**src/rtl/serial_bit_feeder.sv**
```systemverilog
// Parallel-to-serial feeder for a downstream bit-serial FSM: one bit per clock on x, first bit the cycle after accept.
// din_ready is a decode of registered state only; back-to-back words are possible only when GAP is zero.
module serial_bit_feeder #(
  parameter int   WIDTH     = 8,
  parameter int   MSB_FIRST = 1,
  parameter int   GAP       = 1,
  parameter logic IDLE_BIT  = 1'b0
) (
  input  logic                       clk,
  input  logic                       rst,
  input  logic [WIDTH-1:0]           din,
  input  logic                       din_valid,
  output logic                       din_ready,
  output logic                       x,
  output logic                       busy,
  output logic [$clog2(WIDTH)-1:0]   bit_idx,
  output logic                       word_done
);

  localparam int IW = $clog2(WIDTH);
  localparam logic [IW-1:0] LAST_IDX = IW'(WIDTH - 1);
  localparam logic [IW-1:0] PRE_IDX  = IW'(WIDTH - 2);

  typedef enum logic [1:0] {S_IDLE, S_SHIFT, S_GAP} state_t;

  state_t           state;
  logic [WIDTH-1:0] sreg;
  logic [7:0]       gap_cnt;
  logic             last;
  logic             accept;
  logic             din_first;
  logic [WIDTH-1:0] din_rest;
  logic             sreg_first;
  logic [WIDTH-1:0] sreg_rest;

  assign last      = (state == S_SHIFT) && (bit_idx == LAST_IDX);
  assign din_ready = (state == S_IDLE) || (last && (GAP == 0));
  assign accept    = din_valid && din_ready;

  // The first bit goes straight to x on load, so sreg only holds the bits still to come.
  assign din_first  = (MSB_FIRST != 0) ? din[WIDTH-1]  : din[0];
  assign din_rest   = (MSB_FIRST != 0) ? (din << 1)    : (din >> 1);
  assign sreg_first = (MSB_FIRST != 0) ? sreg[WIDTH-1] : sreg[0];
  assign sreg_rest  = (MSB_FIRST != 0) ? (sreg << 1)   : (sreg >> 1);

  always_ff @(posedge clk) begin
    if (rst) begin
      state     <= S_IDLE;
      sreg      <= '0;
      gap_cnt   <= '0;
      x         <= IDLE_BIT;
      busy      <= 1'b0;
      bit_idx   <= '0;
      word_done <= 1'b0;
    end else begin
      case (state)
        S_IDLE: begin
          if (accept) begin
            state     <= S_SHIFT;
            x         <= din_first;
            sreg      <= din_rest;
            busy      <= 1'b1;
            bit_idx   <= '0;
            word_done <= 1'b0;
          end
        end
        S_SHIFT: begin
          if (!last) begin
            x         <= sreg_first;
            sreg      <= sreg_rest;
            bit_idx   <= bit_idx + 1'b1;
            word_done <= (bit_idx == PRE_IDX);
          end else begin
            word_done <= 1'b0;
            bit_idx   <= '0;
            if (GAP > 0) begin
              state   <= S_GAP;
              x       <= IDLE_BIT;
              gap_cnt <= 8'(GAP - 1);
            end else if (accept) begin
              x       <= din_first;
              sreg    <= din_rest;
            end else begin
              state   <= S_IDLE;
              x       <= IDLE_BIT;
              busy    <= 1'b0;
            end
          end
        end
        S_GAP: begin
          if (gap_cnt == 8'd0) begin
            state <= S_IDLE;
            busy  <= 1'b0;
          end else begin
            gap_cnt <= gap_cnt - 8'd1;
          end
        end
        default: begin
          state <= S_IDLE;
          x     <= IDLE_BIT;
          busy  <= 1'b0;
        end
      endcase
    end
  end

endmodule

```
**config.mk**
```make
export PLATFORM = sky130hd
export DESIGN_NAME = serial_bit_feeder
export DESIGN_NICKNAME = d
export VERILOG_FILES = /design/src/rtl/serial_bit_feeder.sv
export SDC_FILE = /design/constraint.sdc
export NUM_CORES = 1
export LEC_CHECK = 0
export ABC_AREA = 0
export BUFFER_PORTS_ARGS = -buffer_cell sky130_fd_sc_hd__buf_2
export CAP_MARGIN = 10
export CORE_MARGIN = 3
export CORE_UTILIZATION = 58
export CTS_BUF_LIST = sky130_fd_sc_hd__clkbuf_4 sky130_fd_sc_hd__clkbuf_8
export DETAILED_ROUTE_END_ITERATION = 8
export GPL_TIMING_DRIVEN = 0
export PLACE_DENSITY = 0.81
export SETUP_SLACK_MARGIN = 0.1
export SYNTH_ARGS = -nofsm -noshare
export SYNTH_HDL_FRONTEND = slang
export SYNTH_SLANG_ARGS = --single-unit
```
**constraint.sdc**
```tcl
create_clock -name clk -period 2.2 [get_ports clk]
set_input_delay 0.44 -clock clk [delete_from_list [all_inputs] [get_ports clk]]
set_output_delay 0.44 -clock clk [all_outputs]
set_load 0.05 [all_outputs]
```
-- Yosys cells after proc, flatten, opt, wreduce, memory -nomap -nowiden
Cells that the tools add are included.
- bits of input ports: 11
- logic and storage cells: 54
- flip-flop bits (word level): 24
- output and inout port bits: 7
- add/subtract/negate cells: 2
- bitwise logic cells: 2
- mux-type cells: 22
- equal/unequal tests: 9
- reduce and logical (&&, ||, !) cells: 12
- operators with widths (operator ; count):
    $mux 8 ; 4
    $pmux 8 s2 ; 2
    $reduce_and 3->1 ; 4
    $logic_not 8->1 ; 1
    $ne 2x2->1 const B ; 4
    $sub 8x1->8 const B ; 1
    $eq 3x3->1 const B ; 2
    $mux 1 ; 6
    $mux 2 ; 3
    $mux 3 ; 2
    $pmux 1 s3 ; 2
    $pmux 2 s3 ; 1
    $pmux 3 s2 ; 1
    $reduce_and 2->1 ; 2
    $reduce_bool 2->1 ; 2
    $add 3x1->3 const B ; 1
    $eq 2x1->1 const B ; 1
    $eq 2x2->1 const B ; 1
    $logic_and 1x1->1 ; 2
    $logic_not 2->1 ; 1
    $ne 2x1->1 const B ; 1
    $not 1->1 ; 2
    $pmux 1 s2 ; 1

-- Logic depth before layout (Yosys ltp)
Gate-level depths: netlist of run 1.
- word-level depth: 4
- mapped depth: 8
- mapped depth without buffers: 6

-- Least setup slack after synthesis of run 1
OpenSTA, ideal clock, no wires.
- path type: register to register
- start: reg bit_idx[0]
- end: reg gap_cnt[4]
- period minus slack after synthesis: 2216 ps
- required time: 2128 ps
- buffers on the path: 1
- arrival time: 2144 ps
- stages on the path, launching flop included: 7
- setup time: 72 ps
- path slack: -16 ps
- cell sequence: dfxtp_1 ha_1 ha_1 clkbuf_1 nand3b_1 a2111oi_0 mux2i_1
- longest elaborated chain between the ends: 4
- ends and longest elaborated chain (item ; RTL line ; RTL):
    from (decl) ; 16 ; output logic [$clog2(WIDTH)-1:0] bit_idx,
    from (signal assigned) ; 71 ; bit_idx <= bit_idx + 1'b1;
    $eq 3x3->1 ; 36 ; assign last = (state == S_SHIFT) && (bit_idx == LAST_IDX);
    $logic_and 1x1->1 ; 36 ;
    $ne 2x2->1 (no line) ; n/a ;
    $reduce_and 3->1 (no line) ; n/a ;
    to (signal assigned) ; 79 ; gap_cnt <= 8'(GAP - 1);
    to (signal assigned) ; 95 ; gap_cnt <= gap_cnt - 8'd1;
    to (decl) ; 28 ; logic [7:0] gap_cnt;
Every way passes these cells.
A chain may end at the register's enable or synchronous reset.

-- Final worst setup path of run 1
Ends and elaborated chain as after synthesis.

==> results list, run 1 <==
* Status: completed
- Horizontal die dimension: 51.1 µm
- Leading cell type by number of instances after synthesis: sky130_fd_sc_hd__dfxtp_1
- Total congestion overflow after global routing: 0
- Cell count after placement: 180
* Starting density of the core: 0.647
* Yosys reg bits: 23
- First-pass GRT wire length: 3940 µm
* Hold EP: sreg[6]$_SDFFE_PP0P_
- Worst Setup Path Type: flop to flop
- After detailed routing, the wire length on met1 is 1090 µm.
- Count of maximum capacitance violations: 0
- Summed over all instances, the cell type with the most area after synthesis is sky130_fd_sc_hd__dfxtp_1.
* Number of optimization iterations in the first detailed-route pass: 4
- DRT antenna net count: 0
- Max clock buf depth: 2
* Clock slew at the register clock pins of the worst setup and hold paths: 0.12 ns
- After detailed placement, the total cell area comes to 1290 µm².
- Mean Syn Cell Area: 8.47 µm²
* Slowest stage cell on the critical path: sky130_fd_sc_hd__a2111oi_1
* Highest ir drop seen on vdd: 0.000537 V
* Mean number of vias per cell: 5.38
- Cell-by-cell listing of the critical path: ha_1 -> ha_1 -> clkbuf_1 -> nand3b_1 -> buf_4 -> a2111oi_1 -> mux2i_1
- In this run the critical register-to-register path is captured at gap_cnt[4]$_SDFFE_PP0P_.
* DR top layer: met4
- Among all flip-flop cells after synthesis, the most frequent one is sky130_fd_sc_hd__dfxtp_1.
- Final cell area excluding filler cells: 1340 µm²
* Final hold vios: 0
- Critical path's largest stage delay: 0.41 ns
* Half-perimeter wire length of the detailed placement result: 1620 µm
- The worst setup path is captured at a flop.
- Die area: 2610 µm²
- Count of nets after finishing: 177
- Standard-cell row count: 15
- For the worst flop-to-flop path, the logic depth is 7.
- For the worst setup path, the data required time is 2.44 ns.
* Floorplan die height: 51.1 µm
* Number of standard cells after synthesis: 139
- CTS root buffer: sky130_fd_sc_hd__clkbuf_4
- CTS built an H-tree with a depth of 1.
* Number of synthesized flops with an enable pin: 0
- For this run, the register share of the synthesized area comes to 0.391.
- The number of max-slew violations in the final report was 0.
- Synthesis produced a netlist with a net count of 155.
- Fraction of synthesized cell area taken by the top area cell type: 0.391
- The congestion estimate from routability-driven global placement came to 0.861.
* Main area contributors after synthesis: sky130_fd_sc_hd__dfxtp_1 39%, sky130_fd_sc_hd__mux2i_1 9.4%, sky130_fd_sc_hd__nand2b_1 5.8%
- The worst hold path begins at din[5].
* Class of the tightest hold or removal check: input pin to flop
- In this run the critical register-to-register path is launched from bit_idx[0]$_SDFFE_PP0P_.
* Share of final-layout standard cells stronger than drive strength 1: 0.200
* Ant diodes: 0
- Mapped Area: 1180 µm²
- Total number of vias: 995
- Min-Delay Path Depth: 3
- Overall power after layout: 0.773 mW
- Setup repair after global routing left no endpoint under its margin.
- Register-to-register setup slack: 0.22 ns
- Minimum period implied by the final worst setup slack: 1.98 ns
- Total global routing track utilization: 0.194
* Clock sink count: 23
- The count of buffers added on input and output ports is 16.
- Number of antenna violations at the first check in global routing: 0
- Setup TNS after final layout: 0 ns
* Clock buffers created by TritonCTS: 3
- Finished Layout Cells: 185
- CORE AREA: 1820 µm²
- Maximum number of pins on one net before global-route repair: 13
- Max-slew headroom at the worst pin: 0.680
- Endpoint arrival time on the critical path: 2.21 ns
* Startpoint class of the critical path: flop
- Total I/O pin count: 18
- The area growth from synthesis to layout is 13.7%.
- Async set or reset register ratio after synthesis: 0
- Clock latency at the later pin of the worst-skew pair: 0.30 ns
* Number of different library cells in the post-synthesis netlist: 29
- Vias in the first global route: 954
- Slew @ Worst Pin: 0.481 ns
- At the end of the flow the core is filled with cells to 0.735.
- Yosys printed 0 warnings.
- The commonest cells after synthesis are 23 x sky130_fd_sc_hd__dfxtp_1, 17 x sky130_fd_sc_hd__nor2_1, 13 x sky130_fd_sc_hd__a21oi_1.
- Dividing the detail-routed wire length by the instance count gives 11.9 µm.
- CTS tree: yes
* Final Cycle Share: 0.899
- Most numerous cell on the critical path: sky130_fd_sc_hd__ha_1
- Static Leakage: 0.593 nW
* DR iter-0 viols: 6
* Wire length on met3: 57 µm
- The layout has 155 filler cells.
- Met2 Wirelength: 1020 µm
* Maximum net fanout on the critical path: 9
- Source of the critical timing path: bit_idx[0]$_SDFFE_PP0P_
- Post-Route WL: 2200 µm
* Maximum clock frequency: 506 MHz
* Final count of negative-setup-slack endpoints: 0
* Fin Clk Skew: 0.00714 ns
- For this run, design rule violations remaining after detail routing come to 0.
* PwrDens: 577 nW/µm²
per-layer routing:
layer	global-route usage	vias to the layer above
li1	-	520
met1	0.245	458
met2	0.330	13
met3	0.0350	4
met4	0.0673	0
met5	0	-
worst max path at each step:
stage	end	slack, ns	cells past startpoint
final	gap_cnt[4]$_SDFFE_PP0P_	0.22	7
after global routing	sreg[4]$_SDFFE_PP0P_	0.12	8
after CTS	gap_cnt[4]$_SDFFE_PP0P_	0.07	8
after detailed placement	gap_cnt[4]$_SDFFE_PP0P_	0.08	6
after global placement	gap_cnt[3]$_SDFFE_PP0P_	0.18	6
after floorplan	gap_cnt[4]$_SDFFE_PP0P_	0.14	5
final cells by class:
type	count	area, µm²	share of cell area
repair buffers	17	87.6	0.0654
clock buffers	4	30.0	0.0224
inverters	10	37.5	0.0280
flip-flops and latches	23	463	0.346
well taps	25	31.3	0.0234
multi-input cells	98	651	0.486
plain buffers	8	38.8	0.0290
critical path: cells and delay by family, from the launching register on:
| kind | cells | cell delay (ns) |
|---|---|---|
| muxes | 1 | 0.24 |
| AOI/OAI and AO/OA | 1 | 0.41 |
| DFF | 1 | 0.39 |
| adders and majority gates | 2 | 0.30 |
| buffers and inverters | 2 | 0.45 |
| and+or+nand+nor | 1 | 0.12 |
state kept, by name, summed over array words and instances, names as in the netlist:
name       flops
state          2
busy           1
gap_cnt        8
x              1
sreg           7
word_done      1
bit_idx        3
cells in the final DEF (no fill, tap or decap), drive strengths merged:
master / count
nand2b: 11
or2b: 1
a2111oi: 2
buf: 20
or4: 1
inv: 10
nand3: 3
nand3b: 1
clkbuf: 9
a211oi: 7
or3b: 1
nor3: 2
nor4: 1
dfxtp: 23
nor2: 17
a22oi: 1
a21oi: 13
ha: 5
nand2: 10
o2111a: 1
a2bb2oi: 1
and2: 2
and2b: 1
o21a: 1
a32oi: 1
o21ai: 1
o21bai: 1
o22ai: 2
mux2i: 11
power breakdown:
part           internal, mW  total (mW)  switching (mW)
clock network        0.0830       0.202           0.119
registers             0.436       0.447          0.0106
logic                0.0457       0.124          0.0780
logic make-up after synthesis:
group / Yosys count / synth area share
DFF: 23 / 0.391
AOI/OAI and AO/OA: 31 / 0.183
adders and majority gates: 5 / 0.0531
muxes: 11 / 0.0935
and+or+nand+nor: 51 / 0.218
buffers and inverters: 18 / 0.0616
what timing repair did:
item / in CTS / in global routing
hold buffers: 0 / 0
setup endpoints to repair: 2 / 9
buffers inserted: 0 / 1
gates cloned: 0 / 0
gates resized for setup: 2 / 4
pin swaps: 0 / 1
through the flow:
stage / hold WS (ns) / setup slack [ns]
2_1_floorplan: 0.438 / 0.138
5_1_grt: 0.505 / 0.123
6_report: 0.471 / 0.223
3_5_place_dp: 0.470 / 0.0759
4_1_cts: 0.465 / 0.0704
3_3_place_gp: 0.455 / 0.184
Power figures use the tool's default switching activity.
==> run 2, diff against run 1 <==
SETUP_SLACK_MARGIN = 0.4   (was 0.1)
==> run 2 against run 1 <==
- setup slack better by 0.20 ns
- cell area grew 16%
- count of clock-buffer cells in the layout unchanged
- global-route usage grew 2.5 points
- core utilization rose by 12 points
- clock power is 2% higher
- first-iteration DRC count grew to 7.3 times the previous value
- clock skew shrank 0.0047 ns
- via count is 13% higher
- combinational power increased by 23%
- worst hold slack got worse by 0.0068 ns
- largest power group unchanged
- highest routed layer unchanged
==> results list, run 2 (synthesized netlist as in run 1, its figures left out) <==
* Horizontal die dimension: 51.1 µm (unchanged)
- Final hold vios: 0 (unchanged)
- The capturing element of the worst setup path is gap_cnt[3]$_SDFFE_PP0P_ (was gap_cnt[4]$_SDFFE_PP0P_).
* Top library cells by usage in the layout, fill and taps aside: 20 x sky130_fd_sc_hd__buf_2, 18 x sky130_fd_sc_hd__dfxtp_1, 17 x sky130_fd_sc_hd__nor2_1 (was 21 x sky130_fd_sc_hd__dfxtp_1, 19 x sky130_fd_sc_hd__buf_2, 17 x sky130_fd_sc_hd__nor2_1)
- The endpoint kind of the worst setup timing path is a flop (unchanged).
- The number of buffer cells added on primary ports is 16 (unchanged).
- The worst setup path startpoint is gap_cnt[0]$_SDFFE_PP0P_ (was bit_idx[0]$_SDFFE_PP0P_).
- The static leakage is 0.681 nW (was 0.593 nW).
- The via count of the first global-routing pass was 1014 (was 954).
* Clock buffers created by TritonCTS: 3 (unchanged)
* CTS root buffer: sky130_fd_sc_hd__clkbuf_4 (unchanged)
* Met1 track demand over resource: 0.251 (was 0.245)
- The final routed wirelength across all metal layers is 3060 µm (was 2200 µm).
* Registers with the most flip-flops: gap_cnt (8), sreg (7), bit_idx (3) (unchanged)
* Met2 usage in global routing: 0.384 (was 0.330)
- The area of the core is 1820 µm² (unchanged).
* Startpoint class of the critical path: flop (unchanged)
- The instance count on the critical path was 7 (unchanged).
- Fin Clk Skew: 0.00246 ns (was 0.00714 ns)
- Post-detailed-route DRC marker count: 0 (unchanged)
- Maximum clock frequency: 562 MHz (was 506 MHz)
- Ant diodes: 0 (unchanged)
- Highest ir drop seen on vdd: 0.000421 V (was 0.000537 V)
- The category of cells accounting for the largest share of critical-path delay is compound AO/OA/AOI/OAI gates (was buffers and inverters).
- Minimum period implied by the final worst setup slack: 1.78 ns (was 1.98 ns)
* Cell-by-cell listing of the critical path: inv_2 -> ha_1 -> or3b_4 -> o21ai_4 -> buf_12 -> a2111oi_4 -> mux2i_1 (was ha_1 -> ha_1 -> clkbuf_1 -> nand3b_1 -> buf_4 -> a2111oi_1 -> mux2i_1)
- The final HPWL from detailed placement was 1740 µm (was 1620 µm).
* Clock latency at the later pin of the worst-skew pair: 0.31 ns (was 0.30 ns)
* Buffers & Inverters on Critical Path: 2 (unchanged)
- The first-pass iteration count of the detailed router is 4 (unchanged).
- Total I/O pin count: 18 (unchanged)
* Startpoint of the lowest-slack hold path: din[4] (was din[5])
* Endpoint arrival time on the critical path: 2.03 ns (was 2.21 ns)
* Class of the tightest hold or removal check: input pin to flop (unchanged)
- The total of max-cap violations was 0 (unchanged).
* Clock sink count: 23 (unchanged)
* Final count of negative-setup-slack endpoints: 0 (unchanged)
- Final Cycle Share: 0.809 (was 0.899)
- Maximum level of the CTS H-tree: 1 (unchanged)
- The ratio of cells with drive above 1 in the final layout was 0.333 (was 0.200).
- Count of nets after finishing: 191 (was 177)
* Register-to-register setup slack: 0.42 ns (was 0.22 ns)
- Startpoint of the worst-slack reg-to-reg timing path: gap_cnt[0]$_SDFFE_PP0P_ (was bit_idx[0]$_SDFFE_PP0P_)
* DR iter-0 viols: 44 (was 6)
* Reg2reg path depth: 7 (unchanged)
* Most Crowded Layer GR: met2 (unchanged)
- Setup TNS after final layout: 0 ns (unchanged)
- Starting density of the core: 0.647 (unchanged)
- Area growth from synthesis to layout: 32.0% (was 13.7%)
* Maximum number of pins on one net before global-route repair: 13 (unchanged)
* Slowest stage cell on the critical path: sky130_fd_sc_hd__dfxtp_4 (was sky130_fd_sc_hd__a2111oi_1)
- The number of max-slew violations in the final report came to 0 (unchanged).
- Cell count after placement: 180 (unchanged)
- RSZ-0062 raised after global routing: yes (was no)
- Fraction of met3 tracks used by global routing: 0.0379 (was 0.0350)
- Gp weighted congestion: 0.830 (was 0.861)
- Required time of the critical path: 2.45 ns (was 2.44 ns)
- Maximum net fanout on the critical path: 6 (was 9)
* Wire length per cell after detailed routing: 15.4 µm (was 11.9 µm)
- The die area was 2610 µm² (unchanged).
- Finished Layout Cells: 199 (was 185)
- DRT antenna net count: 0 (unchanged)
* Slew @ Worst Pin: 0.461 ns (was 0.481 ns)
- Standard-cell row count: 15 (unchanged)
- Max-slew headroom at the worst pin: 0.692 (was 0.680)
- Max FFs per register: 8 (unchanged)
- The fill cell total of the finished layout is 117 (was 155).
- Critical R2R Capture: gap_cnt[3]$_SDFFE_PP0P_ (was gap_cnt[4]$_SDFFE_PP0P_)
* Total number of vias: 1120 (was 995)
* Worst Setup Path Type: flop to flop (unchanged)
* Total global routing track utilization: 0.219 (was 0.194)
- The number of buffers on the longest clock path was 2 (unchanged).
- The per-cell via count in the routed design was 5.63 (was 5.38).
- The overall overflow remaining after global route was 0 (unchanged).
* Register containing the most flip-flops in the final layout: gap_cnt (unchanged)
* Floorplan die height: 51.1 µm (unchanged)
- The most common library cell in the layout ignoring fill and taps was sky130_fd_sc_hd__buf_2 (was sky130_fd_sc_hd__dfxtp_1).
- Number of antenna violations at the first check in global routing: 0 (unchanged)
* First-pass GRT wire length: 4260 µm (was 3940 µm)
* Critical path's largest stage delay: 0.40 ns (was 0.41 ns)
- Status: completed (unchanged)
- The total power density per cell area came to 518 nW/µm² (was 577 nW/µm²).
* CTS tree: yes (unchanged)
- Clock slew at the register clock pins of the worst setup and hold paths: 0.12 ns (about the same)
[run 2: cell count changes in the layout (fill, tap and decap cells not counted), moves of 2 or more]
cell,before,now
sky130_fd_sc_hd__a2111oi_4,0,2
sky130_fd_sc_hd__a211oi_1,7,5
sky130_fd_sc_hd__a211oi_2,0,2
sky130_fd_sc_hd__a2111oi_1,2,0
sky130_fd_sc_hd__dfxtp_1,21,18
sky130_fd_sc_hd__buf_4,1,12
sky130_fd_sc_hd__buf_6,0,4
sky130_fd_sc_hd__dfxtp_4,0,4
sky130_fd_sc_hd__ha_1,5,3
[run 2: worst register-to-register path: stages, from the launching register on]
cell and delay (ns):
sky130_fd_sc_hd__dfxtp_4 0.40, sky130_fd_sc_hd__inv_2 0.06, sky130_fd_sc_hd__ha_1 0.20, sky130_fd_sc_hd__or3b_4 0.26, sky130_fd_sc_hd__o21ai_4 0.08, sky130_fd_sc_hd__buf_12 0.14, sky130_fd_sc_hd__a2111oi_4 0.36, sky130_fd_sc_hd__mux2i_1 0.21
[run 2: how the worst min path moves through the flow]
stage | end | slack (ns) | cells after the start
floorplan | gap_cnt[7]$_SDFFE_PP0P_ | 0.44 | 2
global placement | x$_SDFFE_PP0P_ | 0.45 | 2
detailed placement | word_done$_SDFFE_PP0P_ | 0.48 | 2
CTS | sreg[2]$_SDFFE_PP0P_ | 0.45 | 3
global route | sreg[2]$_SDFFE_PP0P_ | 0.48 | 3
finish | sreg[5]$_SDFFE_PP0P_ | 0.46 | 3
[run 2: power by group]
group | switching, mW | total (mW) | internal [mW]
sequential | 0.0123 | 0.445 | 0.433
clock | 0.123 | 0.206 | 0.0831
combinational | 0.0909 | 0.153 | 0.0625
[run 2: area by class of cell]
| type | instances | area, µm² | share of cell area |
|---|---|---|---|
| clock buffer | 4 | 30.0 | 0.0193 |
| buffer | 8 | 56.3 | 0.0362 |
| multi-input combinational | 98 | 716 | 0.461 |
| timing repair buffer | 31 | 206 | 0.133 |
| inverter | 10 | 37.5 | 0.0242 |
| sequential | 23 | 477 | 0.307 |
| tap | 25 | 31.3 | 0.0201 |
[run 2: timing repair]
item / CTS / global route
pin swaps: 3 / 4
endpoints found under the setup margin: 13 / 14
setup buffers: 4 / 9
hold buffers: 0 / 0
cloned: 0 / 2
gates resized for setup: 7 / 18
[run 2: layer usage]
metal  part of all wire  wire length (µm)
met1               0.43              1310
met2               0.51              1560
met3              0.049               151
met4              0.016                48
met5                  0                 0
[run 2: stage by stage]
stage                     hold slack (ns)  utilization  worst slack, ns  total power [mW]  area (µm²)
after detailed placement            0.478        0.722            0.242             0.578        1320
after floorplan                     0.438            -            0.407             0.547        1200
final                               0.464        0.854            0.420             0.804        1550
after global routing                0.478        0.854            0.356             0.844        1550
after CTS                           0.452        0.764            0.392             0.789        1390
after global placement              0.455        0.722            0.342             0.573        1320
